===== config.mk =====
export PLATFORM = sky130hd
export DESIGN_NAME = led_counter_sequencer
export DESIGN_NICKNAME = d
export VERILOG_FILES = /design/src/rtl/led_counter_sequencer.sv
export SDC_FILE = /design/constraint.sdc
export NUM_CORES = 1
export LEC_CHECK = 0
export ABC_CLOCK_PERIOD_IN_PS = 1700
export CORE_ASPECT_RATIO = 1.25
export CORE_UTILIZATION = 49
export CTS_CLUSTER_DIAMETER = 80
export DETAILED_ROUTE_END_ITERATION = 10
export GPL_ROUTABILITY_DRIVEN = 1
export HOLD_SLACK_MARGIN = 0.12
export PLACE_DENSITY = 0.71
export RECOVER_POWER = 50
export SLEW_MARGIN = 0
export SYNTH_ARGS = -nofsm -noshare
export SYNTH_HDL_FRONTEND = slang
export SYNTH_SLANG_ARGS = --single-unit

===== constraint.sdc =====
create_clock -name i_Clk -period 1.7 [get_ports i_Clk]
set_input_delay 0.34 -clock i_Clk [delete_from_list [all_inputs] [get_ports i_Clk]]
set_output_delay 0.34 -clock i_Clk [all_outputs]
set_load 0.01 [all_outputs]

===== src/rtl/led_counter_sequencer.sv =====
// -----------------------------------------------------------------------------
// led_counter_sequencer
//
// Run-control and pacing controller for the Go Board 4-bit LED binary counter.
// Owns the tick divider and the 4-bit count register. Four debounced switch
// levels are edge-detected (rising edges only) and control the counter:
//   Switch_1 : run/pause toggle
//   Switch_2 : direction toggle (up/down), takes effect from the next step
//   Switch_3 : speed cycle 1x -> 2x -> 4x -> 1x, restarts the period
//   Switch_4 : single step while paused (only with LED_SEQ_STEP_EN defined)
//
// Optional feature macro: LED_SEQ_STEP_EN
//   defined   -> a Switch_4 edge in PAUSE steps the count once (no o_Tick)
//   undefined -> i_Switch_4 is unused, count changes only on ticks
//
// Parameters:
//   HALF_SECOND : cycles per count step at 1x speed (>= 4)
//   CNT_WIDTH   : divider width, must hold HALF_SECOND-1
//
// Ports:
//   i_Clk              system clock
//   i_Rst_L            asynchronous active-low reset
//   i_Switch_1..4      debounced switch levels
//   o_LED_1..o_LED_4   count bits 3..0 (registered)
//   o_Running          1 while in RUN state (registered)
//   o_Tick             one-cycle pulse on each automatic step (registered)
// -----------------------------------------------------------------------------
module led_counter_sequencer #(
  parameter int HALF_SECOND = 12_500_000,
  parameter int CNT_WIDTH   = 24
) (
  input  logic i_Clk,
  input  logic i_Rst_L,
  input  logic i_Switch_1,
  input  logic i_Switch_2,
  input  logic i_Switch_3,
  input  logic i_Switch_4,
  output logic o_LED_1,
  output logic o_LED_2,
  output logic o_LED_3,
  output logic o_LED_4,
  output logic o_Running,
  output logic o_Tick
);

  typedef enum logic {
    ST_RUN   = 1'b0,
    ST_PAUSE = 1'b1
  } state_t;

  // Terminal divider values for each speed (PERIOD - 1).
  localparam logic [CNT_WIDTH-1:0] PER1_M1 = CNT_WIDTH'(HALF_SECOND - 1);
  localparam logic [CNT_WIDTH-1:0] PER2_M1 = CNT_WIDTH'((HALF_SECOND >> 1) - 1);
  localparam logic [CNT_WIDTH-1:0] PER4_M1 = CNT_WIDTH'((HALF_SECOND >> 2) - 1);

  // One step of the 4-bit count, wrapping modulo 16. dir = 1 means down.
  function automatic logic [3:0] step_count(input logic [3:0] cnt, input logic dir);
    if (dir) begin
      step_count = cnt - 4'd1;
    end else begin
      step_count = cnt + 4'd1;
    end
  endfunction

  state_t               state_q, state_d;
  logic                 dir_q, dir_d;        // 0 = up, 1 = down
  logic [1:0]           speed_q, speed_d;    // 0 = 1x, 1 = 2x, 2 = 4x
  logic [CNT_WIDTH-1:0] div_q, div_d;
  logic [3:0]           count_q, count_d;
  logic                 tick_q, tick_d;
  logic [2:0]           prev_q;              // history of Switch_1..3
  logic [2:0]           sw_s;
  logic [2:0]           edge_s;
  logic [CNT_WIDTH-1:0] period_m1_s;
  logic                 wrap_s;
  logic                 div_clr_s;

  assign sw_s   = {i_Switch_3, i_Switch_2, i_Switch_1};
  assign edge_s = sw_s & ~prev_q;

`ifdef LED_SEQ_STEP_EN
  logic prev4_q;
  logic edge4_s;

  assign edge4_s = i_Switch_4 & ~prev4_q;

  // Switch_4 history register for the single-step edge detector.
  always_ff @(posedge i_Clk or negedge i_Rst_L) begin
    if (!i_Rst_L) begin
      prev4_q <= 1'b0;
    end else begin
      prev4_q <= i_Switch_4;
    end
  end
`else
  logic unused_switch_4_s;
  assign unused_switch_4_s = i_Switch_4;
`endif

  // Select the terminal divider count for the current speed.
  always_comb begin
    period_m1_s = PER1_M1;
    case (speed_q)
      2'd0:    period_m1_s = PER1_M1;
      2'd1:    period_m1_s = PER2_M1;
      2'd2:    period_m1_s = PER4_M1;
      default: period_m1_s = PER1_M1;
    endcase
  end

  // A tick only occurs in RUN when the divider reaches its terminal value.
  // Pausing, resuming, a speed change or a wrap all restart the period.
  always_comb begin
    wrap_s    = (state_q == ST_RUN) && (div_q == period_m1_s);
    div_clr_s = wrap_s || (state_q == ST_PAUSE) || edge_s[0] || edge_s[2];
  end

  // Next-state logic: divider, count, direction, speed and run/pause.
  always_comb begin
    state_d = state_q;
    dir_d   = dir_q;
    speed_d = speed_q;
    count_d = count_q;
    tick_d  = 1'b0;
    div_d   = div_q;

    if (div_clr_s) begin
      div_d = {CNT_WIDTH{1'b0}};
    end else begin
      div_d = div_q + {{(CNT_WIDTH-1){1'b0}}, 1'b1};
    end

    // Steps always use the direction held before any same-cycle toggle.
    if (wrap_s) begin
      tick_d  = 1'b1;
      count_d = step_count(count_q, dir_q);
`ifdef LED_SEQ_STEP_EN
    end else if ((state_q == ST_PAUSE) && edge4_s && !edge_s[0]) begin
      count_d = step_count(count_q, dir_q);
`endif
    end else begin
      count_d = count_q;
    end

    if (edge_s[1]) begin
      dir_d = ~dir_q;
    end else begin
      dir_d = dir_q;
    end

    if (edge_s[2]) begin
      case (speed_q)
        2'd0:    speed_d = 2'd1;
        2'd1:    speed_d = 2'd2;
        default: speed_d = 2'd0;
      endcase
    end else begin
      speed_d = speed_q;
    end

    if (edge_s[0]) begin
      case (state_q)
        ST_RUN:   state_d = ST_PAUSE;
        ST_PAUSE: state_d = ST_RUN;
        default:  state_d = ST_RUN;
      endcase
    end else begin
      state_d = state_q;
    end
  end

  // State registers with asynchronous active-low reset.
  always_ff @(posedge i_Clk or negedge i_Rst_L) begin
    if (!i_Rst_L) begin
      state_q <= ST_RUN;
      dir_q   <= 1'b0;
      speed_q <= 2'd0;
      div_q   <= {CNT_WIDTH{1'b0}};
      count_q <= 4'd0;
      tick_q  <= 1'b0;
      prev_q  <= 3'b000;
    end else begin
      state_q <= state_d;
      dir_q   <= dir_d;
      speed_q <= speed_d;
      div_q   <= div_d;
      count_q <= count_d;
      tick_q  <= tick_d;
      prev_q  <= sw_s;
    end
  end

  assign o_LED_1   = count_q[3];
  assign o_LED_2   = count_q[2];
  assign o_LED_3   = count_q[1];
  assign o_LED_4   = count_q[0];
  assign o_Running = (state_q == ST_RUN);
  assign o_Tick    = tick_q;

endmodule


==> metrics.txt, run 1 <==
Yosys warning total 0; DR iter-0 viols 53; vias 1423; worst vdd ir 0.738 mV; syn_nets 187; DR vias/cell 5.41; largest net degree at the start of global routing 37; average wire per standard cell 15.5 um; first-pass GRT wire length 6.73 mm; Final WS setup -178 ps; first drt pass iteration count 7; DP Area 2220 sq um; RSZ-0062 raised after global routing true; ys async rst share 1.00; # diodes 0; #FFs+latches synth 36; status finished, violations left; GRT Total Usage 0.218; Unique masters post-synth 39; capture point of the worst path div_q[5]; vias in the first global route 1488; initial core utilization 0.528; Num CTS Buffers 5; power per standard cell area 894 nW/um^2; fin area 2590 sq um; I/O Buffers 10; HP Class register to register; final WL 4.06 mm; commonest cells after routing, fill and taps aside dfrtp_1 (35), buf_4 (23), nor2_1 (18); Setup Skew 9.39 ps; Final GP Congestion 0.739; Die H 71.7 um; H-tree depth 2; Top FF cell, synth dfrtp_1; Reg2Reg Setup Slack -180 ps; share of post-route cells with drive strength above 1 0.344; Sink Count 36; Fmax 532 MHz; max_cap viols 0; Final Setup Violations 28; total power 2.32 mW; slew margin rel. 0.412; kind of critical path register to register; TritonCTS clock tree yes; CP Capture Type register; CTS max path bufs 2; crit path DAT 2060 ps; num ports 12; Hold Fails Final Rpt 0; Mapped Area 1900 sq um; Final HPWL DP 2.60 mm; core footprint 3600 sq um; reg2reg end div_q[5]; most common cell after layout, fill and taps aside dfrtp_1; critical path launch point type register; Period Utilization, post-route 1.10; Critical path origin speed_q[1]; Clock Tree Root clkbuf_8; DRT antenna net count 0; # nets final 236; Mapped Cells 174; failing checks design-rule violations, negative setup slack; clk slew on worst S/H paths 80 ps; Final Max Slew Viols 0; die footprint 4140 sq um; R2R Path Start speed_q[1]; worst-skew pair later-pin latency 290 ps; EDFF count, synth 0; Synth-to-Final Area Change 36.3%; min cycle time layout 1880 ps; Final Util 0.719; Rows 24; Inst Count DP 243; R2R cell count 8; CP Data Required Time 1880 ps; worst-margin pin slew 882 ps; Seq/Total Area, Yosys 0.474; DRC Markers 1; synthesized area per cell 10.9 sq um; number of hold buffers added after cts 0; CP max FO 5; Static Leak 1.20 nW; total congestion overflow 0; Die W 57.7 um; Non-Filler Instances 263; initial antenna violation count 0; WHS 480 ps
[cell usage after synthesis, drive strengths merged (3+ instances only)]
library cell / instances / area (sq um)
dfrtp: 36 / 901
nor2: 29 / 114
xor2: 17 / 149
nand2: 11 / 41.3
xnor2: 11 / 96.3
inv: 8 / 30.0
nand3: 8 / 45.0
and3: 7 / 45.1
ha: 6 / 75.1
nand4: 6 / 52.6
nor3: 5 / 47.5
nor4: 4 / 61.3
buf: 3 / 20.0
nand4b: 3 / 26.3
nor2b: 3 / 18.8
o21ai: 3 / 26.3
[sequential cells by signal, summed over array words and instances, names as in the netlist]
signal / count
speed_q: 2
count_q: 4
o_Tick: 1
state_q: 1
div_q: 24
dir_q: 1
prev_q: 3
[final cells by class]
| type | count | area [sq um] |
|---|---|---|
| timing repair buffer | 44 | 419 |
| sequential | 36 | 902 |
| clock buffer | 6 | 72.6 |
| clock inverter | 2 | 35.0 |
| multi-input combinational | 128 | 1080 |
| fill | 266 | 1010 |
| inverter | 8 | 30.0 |
| tap | 39 | 48.8 |
[layer usage]
| metal | share of wire | GRT usage | up-vias |
|---|---|---|---|
| li1 | - | - | 687 |
| met1 | 0.41 | 0.266 | 687 |
| met2 | 0.51 | 0.358 | 34 |
| met3 | 0.036 | 0.0542 | 15 |
| met4 | 0.043 | 0.106 | 0 |
| met5 | 0 | 0 | - |
[cells by family (layout without fill, tap and decap cells)]
| logic type | count (synthesis) | in the layout | share of synthesized area |
|---|---|---|---|
| buffers and inverters | 11 | 60 | 0.0263 |
| multiplexers | 2 | 2 | 0.0112 |
| XOR/XNOR | 28 | 28 | 0.129 |
| AND/OR/NAND/NOR | 83 | 83 | 0.278 |
| adder cells (fa/ha/maj) | 7 | 7 | 0.0500 |
| AO/OA/AOI/OAI | 7 | 8 | 0.0322 |
| flip-flops | 36 | 36 | 0.474 |
[critical path, cell delays in order, from the launching register on]
cell	delay, ps
dfrtp_1	420
ha_4	200
nor4bb_4	300
nor2_2	70
nand3b_4	220
buf_12	170
o21ai_4	170
buf_6	160
nor2_1	40
[worst min path at each step]
stage,depth (start not counted),end,slack [ps],from
floorplan,0,count_q[0],40,i_Rst_L
global placement,1,count_q[3],460,count_q[3]
detailed placement,1,count_q[3],470,count_q[3]
CTS,2,speed_q[1],470,i_Rst_L
global route,1,count_q[3],490,count_q[3]
finish,1,count_q[3],480,count_q[3]
[repair_timing]
item,CTS,global route
setup endpoints to repair,29,30
setup buffers,9,2
resized for setup,11,20
pin swaps,9,7
cloned,1,0
[report_power, final]
| part | leakage [nW] | switching, mW | total (mW) | internal (mW) |
|---|---|---|---|---|
| clock network | 0.0552 | 0.299 | 0.734 | 0.435 |
| registers | 0.487 | 0.0450 | 0.963 | 0.918 |
| logic | 0.655 | 0.336 | 0.621 | 0.285 |
| total | 1.20 | 0.679 | 2.32 | 1.64 |
[stage by stage]
step	TNS, ps	worst slack, ps
finish	-3360	-178
detailed placement	-8210	-352
global placement	-6280	-264
global route	-5540	-258
CTS	-2180	-104
floorplan	-53.7	-53.7
No activity file was read; power rests on OpenSTA's default activity.
==> run 2, diff against run 1 <==
Settings changed: CORE_ASPECT_RATIO 1.25 to unset, HOLD_SLACK_MARGIN 0.12 to 0.05, SKIP_LAST_GASP set to 1.
==> metrics.txt, run 2 (synthesis gave the netlist of run 1 again) <==
status finished, violations left; failing checks negative setup slack; commonest cells after routing, fill and taps aside dfrtp_1 (35), xor2_1 (17), buf_4 (16); Final Util 0.665; RSZ-0062 raised after global routing true; most common cell after layout, fill and taps aside dfrtp_1; WHS 470 ps; Num CTS Buffers 5; GRT Total Usage 0.203; min cycle time layout 1820 ps; footprint of the multi-input gates 1060 sq um; DR vias/cell 5.34; first drt pass iteration count 4; Largest Register div_q; Synth-to-Final Area Change 28.9%; clk slew on worst S/H paths 80 ps; CP Capture Type register; CP max stage delay 390 ps; slew margin rel. 0.416; share of post-route cells with drive strength above 1 0.308; vias 1383; worst vdd ir 0.628 mV; I/O Buffers 10; Static Leak 1.12 nW; first-pass GRT wire length 6.27 mm; Most Frequent Cell on Critical Path nor2_2; CTS max path bufs 2; worst-margin pin slew 877 ps; DRT antenna net count 0; initial antenna violation count 0; Final WS setup -124 ps; final WL 3.84 mm; Clock Tree Root clkbuf_8; kind of critical path register to register; Setup WS pre-CTS -113 ps; biggest regs div_q (24), count_q (4), prev_q (3); HP Class register to register; TritonCTS clock tree yes; power per standard cell area 879 nW/um^2; Final HPWL DP 2.55 mm; die footprint 4130 sq um; register area 902 sq um; crit path max-delay cell type dfrtp_1; Rows 22; # diodes 0; Final Max Slew Viols 0; fillcell total 280; Final GP Congestion 0.822; Cell Chain, Critical Path inv_2 -> ha_4 -> and4bb_2 -> nor2_2 -> nand3b_4 -> o21ai_4 -> clkbuf_16 -> nor2_2; Non-Filler Instances 259; WP buf/inv 2; worst-skew pair later-pin latency 300 ps; average wire per standard cell 14.8 um; largest net degree at the start of global routing 37; core footprint 3690 sq um; critical path's top delay family simple AND/OR/NAND/NOR gates; Largest register FFs 24; crit path DAT 2010 ps; total congestion overflow 0; Period Utilization, post-route 1.07; Inst Count DP 247; DRC Markers 0; Die H 64.3 um; total power 2.15 mW; number of hold buffers added after cts 0; max_cap viols 0; Die W 64.3 um; critical path launch point type register; Setup Skew 9.84 ps; Final Setup Violations 27; CP Data Required Time 1890 ps; vias in the first global route 1418; H-tree depth 2; CP max FO 6; initial core utilization 0.516; Hold Fails Final Rpt 0; DR iter-0 viols 45; num ports 12; Fmax 548 MHz; # nets final 223; Sink Count 36
## run 2: cell count changes in the layout (fill, tap and decap cells not counted), moves of 2 or more
cell / change
buf_4: -7
nor2_4: +2
buf_6: -4
buf_12: -2
nor2_1: -3
## run 2: metal layers
| metal | wire (um) | vias up | share of wire | track usage |
|---|---|---|---|---|
| met5 | 0 | - | 0 | 0 |
| met4 | 72 | 0 | 0.019 | 0.0778 |
| met3 | 145 | 6 | 0.038 | 0.0643 |
| met2 | 2020 | 27 | 0.53 | 0.351 |
| met1 | 1600 | 689 | 0.42 | 0.232 |
| li1 | - | 661 | - | - |
## run 2: repair_timing
item / in CTS / in global routing
cloned: 0 / 2
gates resized for setup: 6 / 20
setup endpoints to repair: 29 / 29
buffers inserted: 0 / 2
pin swaps: 4 / 7
## run 2: final timing paths
kind                             from          to  depth (start not counted)  slack (ps)
max                        speed_q[0]   div_q[14]                          8        -120
min                        count_q[3]  count_q[3]                          1         470
max reg2reg                speed_q[0]   div_q[14]                          8        -120
min reg2reg                count_q[3]  count_q[3]                          1         470
max in group asynchronous     i_Rst_L     state_q                          2         420
min in group asynchronous     i_Rst_L   div_q[14]                          2         680
## run 2: area by class of cell
type                       count  area share
multi-input combinational    127       0.432
tap                           48      0.0245
timing repair buffer          32       0.125
clock buffer                   6      0.0337
sequential                    36       0.368
inverter                       8      0.0123
clock inverter                 2     0.00408
## run 2: worst reg2reg max path, cell delays in order (launching register included)
cell and delay (ps):
dfrtp_1 390, inv_2 120, ha_4 170, and4bb_2 240, nor2_2 50, nand3b_4 190, o21ai_4 290, clkbuf_16 220
nor2_2 40
## run 2: where the power goes
part | total [mW] | switching (mW) | internal, mW
combinational | 0.540 | 0.291 | 0.250
clock | 0.633 | 0.310 | 0.323
sequential | 0.980 | 0.0623 | 0.918
## run 2: through the flow
step / setup TNS, ps / cell area [sq um]
2_1_floorplan: -53.7 / 1920
5_1_grt: -4810 / 2450
3_3_place_gp: -87.8 / 2210
4_1_cts: -422 / 2330
6_report: -2380 / 2450
3_5_place_dp: -1130 / 2210
==> run 3, diff against run 2 <==
Settings changed: CTS_BUF_LIST set to sky130_fd_sc_hd__clkbuf_8 sky130_fd_sc_hd__clkbuf_16.
==> results of run 3 <==
Final layout, timing and power as in run 2 (identical DEF).
